[src/rtl/self_destruct_ctrl.sv]
// Self-destruct controller: strobe generation, fault/combat debouncing, K-of-N vote and armed countdown FSM.
// Build option SDC_BLINK_EN: display blinks all-ones/0 on every tick while DETONATED.
module self_destruct_ctrl #(
  parameter int N_CH       = 3,
  parameter int VOTE_K     = 2,
  parameter int DEB_DIV    = 60000,
  parameter int DEB_CYCLES = 4,
  parameter int TICK_DIV   = 3000000,
  parameter int CNT_W      = 4,
  parameter int COUNT_MAX  = 10
) (
  input  logic              clk,
  input  logic              reset,
  input  logic [N_CH-1:0]   fault_raw,
  input  logic              combat_raw,
  input  logic              abort,
  output logic [N_CH-1:0]   fault_deb,
  output logic              critical,
  output logic [1:0]        state,
  output logic [CNT_W-1:0]  count,
  output logic [CNT_W-1:0]  display,
  output logic              detonate
);

  localparam int DDIV_W = (DEB_DIV > 1) ? $clog2(DEB_DIV) : 1;
  localparam int TDIV_W = $clog2(TICK_DIV);
  localparam int NDEB   = N_CH + 1;

  typedef enum logic [1:0] {
    ST_IDLE      = 2'd0,
    ST_ARMED     = 2'd1,
    ST_COUNTING  = 2'd2,
    ST_DETONATED = 2'd3
  } state_t;

  logic [DDIV_W-1:0] deb_div_q;
  logic              deb_stb;
  logic [TDIV_W-1:0] tick_div_q;
  logic              tick;
  logic [NDEB-1:0]   raw_q;
  logic [NDEB-1:0]   deb_out_q;
  logic [NDEB-1:0]   deb_out_d;
  logic [3:0]        deb_cnt_q [NDEB];
  logic [3:0]        deb_cnt_d [NDEB];
  logic [4:0]        pop_count;
  logic              critical_d;
  logic              critical_q;
  logic              combat_deb;
  logic              exit_req;
  logic              arm_to_count;
  logic [CNT_W-1:0]  det_display;
  state_t            state_q;
  logic [CNT_W-1:0]  count_q;
  logic [CNT_W-1:0]  display_q;
  logic              detonate_q;

  assign deb_stb = (deb_div_q == DDIV_W'(DEB_DIV - 1));
  assign tick    = (tick_div_q == TDIV_W'(TICK_DIV - 1));

  always_ff @(posedge clk) begin
    if (reset || deb_stb) begin
      deb_div_q <= '0;
    end else begin
      deb_div_q <= deb_div_q + DDIV_W'(1);
    end
  end

  // Raw switches are captured once per clock before the debouncers see them.
  always_ff @(posedge clk) begin
    if (reset) begin
      raw_q <= '0;
    end else begin
      raw_q <= {combat_raw, fault_raw};
    end
  end

  always_comb begin
    deb_out_d = deb_out_q;
    for (int i = 0; i < NDEB; i++) begin
      deb_cnt_d[i] = deb_cnt_q[i];
      if (deb_stb) begin
        if (raw_q[i] != deb_out_q[i]) begin
          if (deb_cnt_q[i] + 4'd1 == 4'(DEB_CYCLES)) begin
            deb_out_d[i] = raw_q[i];
            deb_cnt_d[i] = 4'd0;
          end else begin
            deb_cnt_d[i] = deb_cnt_q[i] + 4'd1;
          end
        end else begin
          deb_cnt_d[i] = 4'd0;
        end
      end
    end
  end

  always_ff @(posedge clk) begin
    if (reset) begin
      deb_out_q <= '0;
      for (int i = 0; i < NDEB; i++) begin
        deb_cnt_q[i] <= 4'd0;
      end
    end else begin
      deb_out_q <= deb_out_d;
      for (int i = 0; i < NDEB; i++) begin
        deb_cnt_q[i] <= deb_cnt_d[i];
      end
    end
  end

  assign fault_deb  = deb_out_q[N_CH-1:0];
  assign combat_deb = deb_out_q[N_CH];

  always_comb begin
    pop_count = 5'd0;
    for (int i = 0; i < N_CH; i++) begin
      pop_count = pop_count + 5'(deb_out_q[i]);
    end
    critical_d = (pop_count >= 5'(VOTE_K));
  end

  always_ff @(posedge clk) begin
    if (reset) begin
      critical_q <= 1'b0;
    end else begin
      critical_q <= critical_d;
    end
  end

  assign exit_req     = abort || !combat_deb;
  assign arm_to_count = (state_q == ST_ARMED) && !exit_req && critical_q;

  // Restarting the divider on entry to COUNTING makes the first tick land a full period later.
  always_ff @(posedge clk) begin
    if (reset || arm_to_count || tick) begin
      tick_div_q <= '0;
    end else begin
      tick_div_q <= tick_div_q + TDIV_W'(1);
    end
  end

`ifdef SDC_BLINK_EN
  logic blink_q;

  always_ff @(posedge clk) begin
    if (reset || (state_q != ST_DETONATED)) begin
      blink_q <= 1'b1;
    end else if (tick) begin
      blink_q <= ~blink_q;
    end
  end

  assign det_display = blink_q ? '1 : '0;
`else
  assign det_display = '1;
`endif

  always_ff @(posedge clk) begin
    if (reset) begin
      state_q    <= ST_IDLE;
      count_q    <= '0;
      display_q  <= '0;
      detonate_q <= 1'b0;
    end else begin
      display_q <= (state_q == ST_DETONATED) ? det_display : count_q;
      case (state_q)
        ST_IDLE: begin
          count_q <= '0;
          if (combat_deb && !abort) begin
            state_q <= ST_ARMED;
          end
        end
        ST_ARMED: begin
          if (exit_req) begin
            state_q <= ST_IDLE;
            count_q <= '0;
          end else if (critical_q) begin
            state_q <= ST_COUNTING;
          end
        end
        ST_COUNTING: begin
          if (exit_req) begin
            state_q <= ST_IDLE;
            count_q <= '0;
          end else if (tick && critical_q) begin
            if (count_q == CNT_W'(COUNT_MAX - 1)) begin
              count_q    <= CNT_W'(COUNT_MAX);
              state_q    <= ST_DETONATED;
              detonate_q <= 1'b1;
            end else begin
              count_q <= count_q + CNT_W'(1);
            end
          end
        end
        ST_DETONATED: begin
          count_q    <= CNT_W'(COUNT_MAX);
          detonate_q <= 1'b1;
        end
        default: begin
          state_q <= ST_IDLE;
          count_q <= '0;
        end
      endcase
    end
  end

  assign critical = critical_q;
  assign state    = state_q;
  assign count    = count_q;
  assign display  = display_q;
  assign detonate = detonate_q;

endmodule

[config.mk]
export PLATFORM = sky130hd
export DESIGN_NAME = self_destruct_ctrl
export DESIGN_NICKNAME = d
export VERILOG_FILES = /design/src/rtl/self_destruct_ctrl.sv
export SDC_FILE = /design/constraint.sdc
export NUM_CORES = 1
export LEC_CHECK = 0
export ABC_AREA = 1
export CAP_MARGIN = 10
export CELL_PAD_IN_SITES_DETAIL_PLACEMENT = 0
export CELL_PAD_IN_SITES_GLOBAL_PLACEMENT = 2
export CORE_UTILIZATION = 35
export DETAILED_ROUTE_END_ITERATION = 6
export GPL_TIMING_DRIVEN = 0
export PLACE_DENSITY = 0.9
export SLEW_MARGIN = 5
export SYNTH_ARGS = -nofsm -noshare
export SYNTH_HDL_FRONTEND = slang
export SYNTH_SLANG_ARGS = --single-unit
export TNS_END_PERCENT = 30
[constraint.sdc]
create_clock -name clk -period 1.7 [get_ports clk]
set_input_delay 0.34 -clock clk [delete_from_list [all_inputs] [get_ports clk]]
set_output_delay 0.34 -clock clk [all_outputs]
set_load 0.005 [all_outputs]
# Word-level counts from Yosys, hierarchy flattened

Memory sizes are Yosys's and may differ from the RTL's.
Cells that the tools add are included.

Equality and inequality tests: 22
Reduce and logical (&&, ||, !) cells: 21
Order comparisons: 1
Mux-type cells: 36
Bitwise operators: 4
Add/sub/neg operators: 9

Operators by type and width:

| cell                                                                                 | number |
|---|---|
| 4-bit 2-to-1 mux                                                                     | 21 |
| 22-bit by 1-bit adder with 22-bit output (second input constant)                     | 1 |
| 22-bit equality test (second input constant)                                         | 1 |
| 4-bit by 1-bit adder with 4-bit output (second input constant)                       | 5 |
| 16-bit by 1-bit adder with 16-bit output (second input constant)                     | 1 |
| 16-bit equality test (second input constant)                                         | 1 |
| 4-bit by 3-bit equality test with 1-bit output (second input constant)               | 4 |
| 4-bit case mux with 4 select lines                                                   | 1 |
| 2-bit 2-to-1 mux                                                                     | 6 |
| 3-bit AND reduction                                                                  | 4 |
| 2-bit != test (second input constant)                                                | 5 |
| 3-bit != test (second input constant)                                                | 3 |
| 1-bit 2-to-1 mux                                                                     | 6 |
| 2-bit case mux with 3 select lines                                                   | 1 |
| 5-bit AND reduction                                                                  | 1 |
| 2-bit equality test (second input constant)                                          | 2 |
| 4-bit equality test (second input constant)                                          | 1 |
| 1-bit logical AND                                                                    | 4 |
| 1-bit logical OR                                                                     | 4 |
| 1-bit != test                                                                        | 4 |
| 1-bit OR                                                                             | 4 |
| 4-bit AND reduction                                                                  | 1 |
| 2-bit by 1-bit adder with 3-bit output                                               | 1 |
| 3-bit by 2-bit greater-or-equal comparator with 1-bit output (second input constant) | 1 |
| 8 further kinds                                                                      | 10 |

Memory bits (writable): 16
Memories: 1
Register bits after elaboration: 58

Memory list:

| name      | words | bits a word | rd ports | clocked after memory_dff | write ports | RTL line | text |
|---|---|---|---|---|---|---|---|
| deb_cnt_q | 4     | 4           | 4        | 0                        | 4           | 43       | `logic [3:0] deb_cnt_q [NDEB];` |

# Longest topological paths before layout

Gate-level depths: netlist of run 1.

Depth in word-level cells: 7
Gate-level depth with buffers: 11

# Least setup slack after synthesis of run 1

Ideal clock, no wire load.

Path kind: register to register
Start: register deb_div_q[0]
End: memory deb_cnt_q[1][2]
Library setup time: 0.113 ns
Data required time: 1.587 ns
Stages on the path, launching flop included: 12
Clock period less this slack: 1.451 ns
Setup slack: 0.249 ns
Arrival time: 1.338 ns
Path through: dfxtp_1 -> ha_1 -> nand2_2 -> nor2_2 -> nand4_1 -> inv_2 -> nand2_4 -> nand2_4 -> inv_4 -> buf_6 -> nand2_1 -> nand2_1

RTL lines:

| what                   | RTL line | text |
|---|---|---|
| from (decl)            | 36       | `logic [DDIV_W-1:0] deb_div_q;` |
| from (signal assigned) | 64       | `deb_div_q <= deb_div_q + DDIV_W'(1);` |
| to (decl)              | 43       |  |

# Worst setup path in the final report of run 1

Start: register deb_out_q[2]
End: output port fault_deb[2]

RTL lines:

| what                   | RTL line | text |
|---|---|---|
| from (decl)            | 41       | `logic [NDEB-1:0] deb_out_q;` |
| from (signal assigned) | 103      | `deb_out_q <= deb_out_d;` |
| to (decl)              | 17       | `output logic [N_CH-1:0] fault_deb,` |

No word-level cell between the ends.

==> flow_metrics.env, run 1 <==
export IMPL_run_status="complete, no violations"
export IMPL_io_buffers=21
export IMPL_powerDensity_mw_per_mm2=826
export IMPL_top_layer="met4"
export IMPL_io_pin_count=22
export IMPL_ys_ff_latch=74
export IMPL_critPathSlowestCell="clkdlybuf4s50_1"
export IMPL_clk_pin_slew_ns=0.07
export IMPL_synthCells=482
export IMPL_synth_top_cell_by_area="dfxtp_1"
export IMPL_cp_slowest_stage_delay_ns=0.48
export IMPL_rows=36
export IMPL_syn_to_final_growth_pct=21.0
export IMPL_drtPass1Iterations=5
export IMPL_yosysSeqAreaShare=0.407
export IMPL_endpoint_kind="output pin"
export IMPL_fin_crit_sh=0.974
export IMPL_required_ns=1.36
export IMPL_gp_congestion=0.791
export IMPL_antenna_left=0
export IMPL_reg2reg_depth=11
export IMPL_nets=543
export IMPL_synth_flop_cell="dfxtp_1"
export IMPL_wl_met3_um=199
export IMPL_power_leakage_nw=1.71
export IMPL_syn_avg_cell_area_um2=7.56
export IMPL_antenna_found_initial=0
export IMPL_drt_iter0_drc=121
export IMPL_start_util=0.368
export IMPL_met1_length_um=3990
export IMPL_viasPerCell=4.69
export IMPL_setup_violations=0
export IMPL_hold_viol_final=0
export IMPL_placed_area_mm2=0.00402
export IMPL_synth_top_cells_by_count="nand2_1, dfxtp_1, nor2_1"
export IMPL_irDropWorstVdd_mv=0.540
export IMPL_post_route_min_period_ns=1.66
export IMPL_tns_ns=0
export IMPL_met2_length_um=3410
export IMPL_cp_start_kind="flop"
export IMPL_skew_ns=0.00619
export IMPL_max_freq_mhz=604
export IMPL_cts_root_buffer="clkbuf_8"
export IMPL_track_usage=0.152
export IMPL_chipHeight_um=104
export IMPL_ys_warn_count=0
export IMPL_crit_type="reg2out"
export IMPL_critical_path_top_delay_family="buffers and inverters"
export IMPL_routed_wl_um=7780
export IMPL_slew_violations=0
export IMPL_cts_tree="built"
export IMPL_hpwl_um=5530
export IMPL_synth_most_common_cell="nand2_1"
export IMPL_remaining_drc_errors=0
export IMPL_fin_area_mm2=0.00441
export IMPL_crit_buf_inv=2
export IMPL_drv_cap=0
export IMPL_post_place_ws_ns=-0.248
export IMPL_diodes=0
export IMPL_netlist_area_mm2=0.00364
export IMPL_path_cells="buf_4 -> clkdlybuf4s50_1"
export IMPL_fillers=1033
export IMPL_syn_nets=502
export IMPL_clkLatencyLatePin_ns=0.36
export IMPL_cp_depth=2
export IMPL_cts_sinks=74
export IMPL_hold_class="reg2reg"
export IMPL_synth_top_area_share=0.407
export IMPL_grt_pass1_vias=2918
export IMPL_hold_path_depth=1
export IMPL_h_tree_depth=3
export IMPL_fin_ws_ns=0.0442
export IMPL_grt_pass1_wl_um=13200
export IMPL_cp_max_fo=4
export IMPL_ys_types=40
export IMPL_synth_area_leaders="dfxtp_1, nand2_1, nor2_1"
export IMPL_synth_edf_count=0
export IMPL_core_area_mm2=0.00991
export IMPL_async_reset_ff_frac=0
export IMPL_wl_per_cell_um=11.8
export IMPL_die_w_um=104
export IMPL_max_slew_margin=0.656
export IMPL_gr_total_overflow=0
export IMPL_drive_above_1_share=0.154
export IMPL_grt_max_degree=12
export IMPL_worstPathArrival_ns=1.32
export IMPL_num_vias=3093
export IMPL_die_area_mm2=0.0108
export IMPL_numCtsBuffers=9
export IMPL_tightestPinTransition_ns=0.516
export IMPL_clockBufferDepth=2
per-layer routing:
layer | GRT usage | vias to the layer above
li1 | - | 1657
met1 | 0.201 | 1382
met2 | 0.235 | 43
met3 | 0.0226 | 11
met4 | 0.0888 | 0
met5 | 0 | -
stage by stage:
| stage | util | hold slack (ns) | std cells | power, mW |
|---|---|---|---|---|
| 6_report | 0.445 | 0.441 | 660 | 3.64 |
| 5_1_grt | 0.445 | 0.466 | 660 | 3.82 |
| 3_5_place_dp | 0.406 | 0.433 | 636 | 2.24 |
| 2_1_floorplan | - | 0.413 | 482 | 2.09 |
| 3_3_place_gp | 0.406 | 0.426 | 636 | 2.23 |
| 4_1_cts | 0.432 | 0.418 | 655 | 3.67 |
registers in the layout, indices dropped and copies added, names as in the netlist:
name and cells:
tick_div_q 22, deb_cnt_q 16, deb_div_q 16, count 4, deb_out_q 4, display 4, raw_q 4, state 2
critical 1, detonate 1
path summary, 6_finish.rpt:
check | slack (ns) | to | start
max | 0.04 | fault_deb[2] | deb_out_q[2]$_SDFFE_PP0P_
min reg2reg | 0.44 | deb_div_q[0]$_SDFF_PP0_ | deb_div_q[0]$_SDFF_PP0_
min | 0.44 | deb_div_q[0]$_SDFF_PP0_ | deb_div_q[0]$_SDFF_PP0_
max reg2reg | 0.09 | deb_cnt_q[2][3]$_SDFFE_PP0N_ | deb_div_q[0]$_SDFF_PP0_
cells in the final DEF, fill, tap and decap left out, types with 3 or more instances in the layout:
cell | netlist | routed
nand2_1 | 77 | 77
dfxtp_1 | 74 | 64
nor2_1 | 58 | 58
inv_1 | 54 | 53
nand3_1 | 33 | 33
a21oi_1 | 32 | 32
clkdlybuf4s50_1 | 0 | 21
nor3_1 | 17 | 17
o21ai_0 | 18 | 14
nand4_1 | 12 | 12
xor2_1 | 12 | 12
clkbuf_8 | 0 | 12
ha_1 | 13 | 11
buf_4 | 5 | 10
xnor2_1 | 9 | 9
dfxtp_2 | 0 | 9
nand2_2 | 9 | 8
nor3b_1 | 8 | 8
nor2_4 | 4 | 7
o21ai_1 | 2 | 6
nor2_2 | 8 | 5
inv_2 | 3 | 4
buf_6 | 1 | 4
clkbuf_1 | 2 | 3
or2_2 | 3 | 3
o21bai_1 | 3 | 3
kinds of logic (layout without fill, tap and decap cells):
kind of cell / count (synthesis) / after routing / share of synthesized area
and+or+nand+nor: 245 / 246 / 0.332
DFF: 74 / 74 / 0.407
buffers and inverters: 70 / 114 / 0.0811
AOI/OAI and AO/OA: 59 / 59 / 0.0852
xor gates and xnor gates: 21 / 21 / 0.0505
adders and majority gates: 13 / 13 / 0.0447
power breakdown:
part	internal (mW)	switching (mW)	total [mW]
Clock	0.789	0.634	1.42
Combinational	0.186	0.204	0.390
Sequential	1.78	0.0441	1.83
cell type report:
type / instances / area [um2] / area share
timing repair buffer: 29 / 287 / 0.0650
buffer: 10 / 76.3 / 0.0173
inverter: 60 / 229 / 0.0520
clock buffer: 13 / 169 / 0.0383
sequential: 74 / 1500 / 0.340
multi-input combinational: 339 / 1950 / 0.442
clock inverter: 2 / 35.0 / 0.00795
tap: 133 / 166 / 0.0378
repair_timing:
item / CTS / global route
buffers inserted: 4 / 4
resized for setup: 9 / 23
pin swaps: 1 / 5
endpoints found under the setup margin: 17 / 55
hold buffers: 0 / 0
cloned: 0 / 1
Note: power is estimated with default switching activity, not from simulation.
==> run 2, diff against run 1 <==
==> constraint.sdc (replaced) <==
create_clock -name clk -period 1.7 [get_ports clk]
set_input_delay 0.17 -clock clk [delete_from_list [all_inputs] [get_ports clk]]
set_output_delay 0.17 -clock clk [all_outputs]
set_load 0.005 [all_outputs]
==> flow_metrics.env, run 2 (synthesis results as in run 1) <==
export IMPL_run_status="complete, no violations"
export IMPL_grt_pass1_wl_um=13200
export IMPL_io_pin_count=22
export IMPL_syn_to_final_growth_pct=20.5
export IMPL_drtPass1Iterations=5
export IMPL_placed_area_mm2=0.00402
export IMPL_track_usage=0.152
export IMPL_skew_ns=0.00619
export IMPL_switchingPower_mw=0.881
export IMPL_layout_commonest_cell="nand2_1"
export IMPL_core_area_mm2=0.00991
export IMPL_cts_root_buffer="clkbuf_8"
export IMPL_whs_ns=0.326
export IMPL_hold_class="in2reg"
export IMPL_tns_ns=0
export IMPL_viasPerCell=4.68
export IMPL_grt_pass1_vias=2918
export IMPL_drt_iter0_drc=117
export IMPL_numCtsBuffers=9
export IMPL_cts_tree="built"
export IMPL_final_util=0.443
export IMPL_num_vias=3092
export IMPL_die_area_mm2=0.0108
export IMPL_powerDensity_mw_per_mm2=828
export IMPL_crit_type="reg2reg"
export IMPL_antenna_found_initial=0
export IMPL_clk_pin_slew_ns=0.07
export IMPL_cts_sinks=74
export IMPL_gp_congestion=0.791
export IMPL_routed_wl_um=7780
export IMPL_io_buffers=21
export IMPL_hold_viol_final=0
export IMPL_reg_largest_list="tick_div_q x22, deb_cnt_q x16, deb_div_q x16"
export IMPL_largest_register_ffs=22
export IMPL_remaining_drc_errors=0
export IMPL_regMostFlops="tick_div_q"
export IMPL_max_freq_mhz=621
export IMPL_p_seq_frac=0.502
export IMPL_final_cell_mix="nand2_1, dfxtp_1, nor2_1, inv_1, nand3_1"
export IMPL_irDropWorstVdd_mv=0.541
export IMPL_drive_above_1_share=0.140
export IMPL_required_ns=1.95
export IMPL_start_util=0.368
export IMPL_nets=543
export IMPL_power_leakage_nw=1.71
export IMPL_max_slew_margin=0.652
export IMPL_p_sw_frac=0.242
export IMPL_cp_max_fo=10
export IMPL_pwr_share_comb=0.107
export IMPL_holdBufCountCts=0
export IMPL_grt_max_degree=12
export IMPL_h_tree_depth=3
export IMPL_worstPathArrival_ns=1.86
export IMPL_post_route_min_period_ns=1.61
export IMPL_p_int_mw=2.76
export IMPL_diodes=0
export IMPL_clockBufferDepth=2
export IMPL_fin_crit_sh=0.947
export IMPL_tightestPinTransition_ns=0.522
export IMPL_fin_area_mm2=0.00439
export IMPL_chipHeight_um=104
export IMPL_cp_start_kind="flop"
export IMPL_antenna_left=0
export IMPL_drv_cap=0
export IMPL_wl_per_cell_um=11.8
export IMPL_fin_cells=660
export IMPL_setup_violations=0
export IMPL_hpwl_um=5530
export IMPL_placed_cells_incl_taps=636
export IMPL_gr_total_overflow=0
export IMPL_endpoint_kind="flop"
export IMPL_slew_violations=0
export IMPL_rows=36
export IMPL_die_w_um=104
export IMPL_clock_power_share=0.391
export IMPL_clkLatencyLatePin_ns=0.35
## run 2: cell counts in the layout (fill, tap and decap cells not counted)
Identical to the previous run, type by type.
## run 2: power by group through the flow
| stage | registers, mW | clock network, mW | logic [mW] |
|---|---|---|---|
| floorplan | 1.86 | 0 | 0.237 |
| global placement | 1.86 | 0 | 0.378 |
| detailed placement | 1.86 | 0 | 0.374 |
| CTS | 1.82 | 1.47 | 0.382 |
| global route | 1.83 | 1.54 | 0.444 |
| finish | 1.83 | 1.42 | 0.390 |
## run 2: worst paths after layout
path         cells past startpoint  slack, ns                            to               startpoint
max                             11       0.09  deb_cnt_q[2][3]$_SDFFE_PP0N_  deb_div_q[0]$_SDFF_PP0_
min                              3       0.33           raw_q[1]$_SDFF_PP0_             fault_raw[1]
min reg2reg                      1       0.44       deb_div_q[0]$_SDFF_PP0_  deb_div_q[0]$_SDFF_PP0_
max reg2reg                     11       0.09  deb_cnt_q[2][3]$_SDFFE_PP0N_  deb_div_q[0]$_SDFF_PP0_
## run 2: layer usage
layer  vias up  wire length [um]  global-route usage
met3        11               213              0.0226
li1       1657                 -                   -
met2        43              3400               0.235
met4         0               190              0.0888
met5         -                 0                   0
met1      1381              3980               0.201
## run 2: critical path, cell delays in order (launching register included)
cell and delay (ns):
dfxtp_2 0.36, ha_4 0.15, nand2_4 0.07, nor2_4 0.12, nand4_1 0.12, inv_2 0.15
nand2_8 0.10, nand2_8 0.10, inv_4 0.07, buf_6 0.14, nand2_1 0.05, nand2_1 0.06
## run 2: repair_timing
item,4_1_cts,5_1_grt
endpoints found under the hold margin,0,0
setup buffers,4,4
pin swaps,1,5
endpoints found under the setup margin,12,52
cloned,0,1
resized for setup,4,20
## run 2: layout make-up
cell class	instances	area, um2
fill	1037	5520
multi-input combinational	339	1950
sequential	74	1490
timing repair buffer	29	283
inverter	60	229
clock buffer	13	169
tap	133	166
buffer	10	76.3
clock inverter	2	35.0
## run 2: metrics by stage
step,setup WS (ns),total power [mW]
after floorplan,0.249,2.09
after global placement,-0.0731,2.23
after detailed placement,-0.0784,2.24
after CTS,0.0134,3.67
after global routing,-0.00831,3.82
final,0.0897,3.64
==> patch 1, RTL diff (settings of run 1) <==
Change the parameter `N_CH` from 3 to 5.
--- a/src/rtl/self_destruct_ctrl.sv
+++ b/src/rtl/self_destruct_ctrl.sv
@@ -3,3 +3,3 @@
 module self_destruct_ctrl #(
-  parameter int N_CH       = 3,
+  parameter int N_CH       = 5,
   parameter int VOTE_K     = 2,
Ports: changed (resized fault_deb and fault_raw); port bits go from 22 to 26. The function was not compared with the original's and may differ.
==> patch 1 against run 1 <==
  * The flow now finishes with violations (DRC)
  * Sequential cell count grew 12
  * Via count grew 19%
  * Final cell count is 17% higher
  * Area after synthesis increased by 16%
  * Total power is 29% higher
  * Design area rose by 19%
  * Core utilization rose by 0.80 points
  * Wire length rose by 21%
  * Setup slack better by 0.0033 ns
  * Critical path type unchanged
==> patch 1: results (changes against run 1) <==
status:
  violations: "DRC"
  outcome: "finished with violations"  # was complete, no violations
placed_design:
  dpl_cell_area_mm2: 0.00464  # was 0.00402 mm^2
  dp_hpwl_um: 6670  # was 5530 um
  finalWeightedCongestion: 0.832  # was 0.791
  pre_cts_slack_ns: -0.244  # was -0.248 ns
synth:
  syn-num-nets: 599  # was 502
  synth_mux_area_share_pct: 0.949  # was 0%
  ys_seq_area_share_pct: 40.8  # was 40.7%
cells_and_area:
  fill_cells: 1174  # was 1033
  top_regs: "deb_cnt_q x24, tick_div_q x22, deb_div_q x16"  # was tick_div_q x22, deb_cnt_q x16, deb_div_q x16
  seqCellArea_mm2: 0.00174  # was 0.00150 mm^2
  num-nonclk-buffers: 56  # was 39
  inv_count: 71  # was 60
  buf_share_pct: 9.06  # was 8.24%
detailed_routing:
  drc: 1  # was 0
  wl_per_cell_um: 12.1  # was 11.8 um
  drt-total-wl_um: 9390  # was 7780 um
timing:
  clock_skew_ns: 0.00720  # was 0.00619 ns
  worst_pin_slew_ns: 0.527  # was 0.516 ns
  post-route-period-util_pct: 97.2  # was 97.4%
pwr:
  p_clk_w: 0.00210  # was 0.00142 W
  p_per_area_mw_per_mm2: 900  # was 826 mW/mm^2
global_route:
  grt_pass1_vias: 3470  # was 2918
  grt_max_degree: 14  # was 12
clock_network:
  worstSkewPairLatency_ns: 0.34  # was 0.36 ns
  root_buffer: "clkbuf_16"  # was clkbuf_8
setup_path:
  reg2reg_depth: 6  # was 11
  reg2reg_to: "critical$_SDFF_PP0_"  # was deb_cnt_q[2][3]$_SDFFE_PP0N_
hold_path:
  hold_class: "input pin to flop"  # was flop to flop
## patch 1: changes by cell type in the layout (fill, tap and decap cells not counted), sizes merged, moves of 4 or more
cell and delta:
buf +14, dfxtp +12, inv +11, mux2i +4, nand2 +23, nand3 +11, nor2 +23, nor3b -6
o21ai -6, o22ai +4
## patch 1: kinds of logic after synthesis
kind of cell	after synthesis
flip-flops	86
adder cells (fa/ha/maj)	16
multiplexers	4
XOR/XNOR	24
AND/OR/NAND/NOR	302
buffers and inverters	85
AO/OA/AOI/OAI	57
## patch 1: layer usage
layer	GRT usage, %	up-vias	part of all wire [%]
met4	4.05	0	0.87
met5	0	-	0
li1	-	1958	-
met3	5.01	4	3.4
met1	20.7	1667	49
met2	25.9	41	47
## patch 1: what timing repair did
action                     in CTS  in global routing
resized for setup              11                 32
pin swaps                       2                  8
cloned                          1                  1
setup buffers                   4                 12
setup endpoints to repair      42                 75
==> patch 2, RTL diff (flow settings as in run 1) <==
Made on the original files. Compare `count_q` against `CNT_W'(COUNT_MAX - 1)` with >= in place of ==.
--- a/src/rtl/self_destruct_ctrl.sv
+++ b/src/rtl/self_destruct_ctrl.sv
@@ -184,3 +184,3 @@
           end else if (tick && critical_q) begin
-            if (count_q == CNT_W'(COUNT_MAX - 1)) begin
+            if (count_q >= CNT_W'(COUNT_MAX - 1)) begin
               count_q    <= CNT_W'(COUNT_MAX);
Behaviour: no difference found for any inputs over 10 cycles, from zero or initial values and one cycle with reset high; that may be too few to reach the edited logic, so the function may still have changed.
==> patch 2 against run 1 <==
  * Wire length rose by 1.6%
  * Design area increased by 3.1%
  * Sequential cell count is the same
  * Worst hold slack got worse by 0.20 ns
  * Final cell count is 3.9% higher
  * Area after synthesis grew 4.0%
  * Setup slack improved by 0.013 ns
  * Highest routed layer unchanged
Power is not compared: it rests on default switching activity, and its combinational part moved more than twofold at a synthesized area within 25%.
==> patch 2: results (changes against run 1) <==
synth:
  ys_types: 38  # was 40
  ys_seq_area_share_pct: 39.1  # was 40.7%
  yosys-top-cells-area: "dfxtp_1 39%, nand2_1 7.3%, nor2_1 7.2%"  # was dfxtp_1 41%, nand2_1 7.9%, nor2_1 6.0%
  synth.cell_area_mm2: 0.00379  # was 0.00364 mm^2
  syn-num-nets: 527  # was 502
setup_path:
  reg2reg_to: "tick_div_q[11]$_SDFF_PP0_"  # was deb_cnt_q[2][3]$_SDFFE_PP0N_
  reg2reg_depth: 6  # was 11
  r2r_start: "deb_out_q[3]$_SDFFE_PP0P_"  # was deb_div_q[0]$_SDFF_PP0_
  rrSetupSlack_ns: 0.13  # was 0.09 ns
global_route:
  gr-usage-all-layers_pct: 15.2  # about the same
  antenna_found_initial: 0  # unchanged
  grt_pass1_vias: 3095  # was 2918
  grt_pass1_wl_um: 13800  # was 13200 um
  grt_max_degree: 14  # was 12
hold_path:
  hold_end: "count[2]$_SDFFE_PP0P_"  # was deb_div_q[0]$_SDFF_PP0_
  min_from: "reset"  # was deb_div_q[0]$_SDFF_PP0_
  whs_path_depth: 2  # was 1
  hold_class: "input pin to flop"  # was flop to flop
cells_and_area:
  final_nets: 566  # was 543
  fill_cells: 1082  # was 1033
  drive_above_1_share_pct: 19.3  # was 15.4%
detailed_routing:
  drtIter0Drc: 78  # was 121
  vias_per_cell: 4.70  # was 4.69
  drt-total-wl_um: 7910  # was 7780 um
timing:
  slew_headroom_pct: 64.4  # was 65.6%
  hold_ws_ns: 0.240  # was 0.441 ns
  clock_skew_ns: 0.0107  # was 0.00619 ns
placed_design:
  dpl_cell_area_mm2: 0.00416  # was 0.00402 mm^2
  finalWeightedCongestion: 0.765  # was 0.791
  pre_cts_slack_ns: -0.176  # was -0.248 ns
  port_buffers: 20  # was 21
  dp_hpwl_um: 5880  # was 5530 um
clock_network:
  worstSkewPairLatency_ns: 0.34  # was 0.36 ns
status:
  outcome: "complete, no violations"  # unchanged
## patch 2: cell count changes in the layout (fill, tap and decap cells not counted), moves of 6 or more
cell and change:
o21ai_0 +9, nor3_2 +6, nand4_1 +7, a21oi_2 +6, nor3_1 -8, inv_1 +12
dfxtp_1 -6, nand3_1 -6, nor2_1 +13
## patch 2: logic make-up after synthesis
group                      synth area share [%]
DFF                                        39.1
adders and majority gates                  4.63
AOI/OAI and AO/OA                          10.1
and+or+nand+nor                            33.2
xor gates and xnor gates                   3.93
buffers and inverters                      9.08
## patch 2: where the power goes
group,switching (W),internal [W]
logic,0.0000719,0.0000568
registers,0.0000178,0.00175
clock network,0.000675,0.000823
total,0.000764,0.00263
## patch 2: worst register-to-register path, cell delays in order, from the launching register on
cell and delay, ns:
dfxtp_1 0.34, inv_1 0.08, nor2_1 0.28, nand2_1 0.19, o21ai_4 0.31, buf_6 0.21
a21oi_1 0.06
## patch 2: per-stage QoR
| step | power, W | instances |
|---|---|---|
| after floorplan | 0.00188 | 506 |
| after global placement | 0.00192 | 662 |
| after detailed placement | 0.00192 | 662 |
| after CTS | 0.00345 | 680 |
| after global routing | 0.00353 | 686 |
| final | 0.00339 | 686 |
## patch 2: worst max path at each step
| stage | startpoint | end | slack (ns) | cells past startpoint |
|---|---|---|---|---|
| floorplan | tick_div_q[0]$_SDFF_PP0_ | tick_div_q[17]$_SDFF_PP0_ | 0.18 | 10 |
| global placement | abort | count[0]$_SDFFE_PP0P_ | -0.16 | 8 |
| detailed placement | abort | tick_div_q[19]$_SDFF_PP0_ | -0.18 | 6 |
| CTS | count[0]$_SDFFE_PP0P_ | count[0] | 0.002 | 1 |
| global route | deb_div_q[1]$_SDFF_PP0_ | deb_div_q[14]$_SDFF_PP0_ | -0.0008 | 8 |
| finish | deb_out_q[0]$_SDFFE_PP0P_ | fault_deb[0] | 0.06 | 2 |
## patch 2: repair_timing
action,in CTS,in global routing
setup endpoints to repair,35,59
gates cloned,1,0
pin swaps,1,4
buffers inserted,1,6
resized for setup,11,27
## patch 2: layer usage
metal | up-vias | GRT usage, % | wire length (um)
met3 | 11 | 2.94 | 231
li1 | 1709 | - | -
met5 | - | 0 | 0
met2 | 32 | 25.9 | 3670
met1 | 1470 | 19.0 | 3870
met4 | 0 | 5.36 | 132
## patch 2: final cells by class
cell class / count / area [um^2] / share of cell area (%)
Buffer: 12 / 93.8 / 2.07
Clock buffer: 9 / 124 / 2.73
Clock inverter: 7 / 93.8 / 2.07
Inverter: 69 / 259 / 5.70
Multi-Input combinational cell: 351 / 2010 / 44.3
Sequential cell: 74 / 1510 / 33.2
Tap cell: 136 / 170 / 3.75
Timing Repair Buffer: 28 / 280 / 6.17
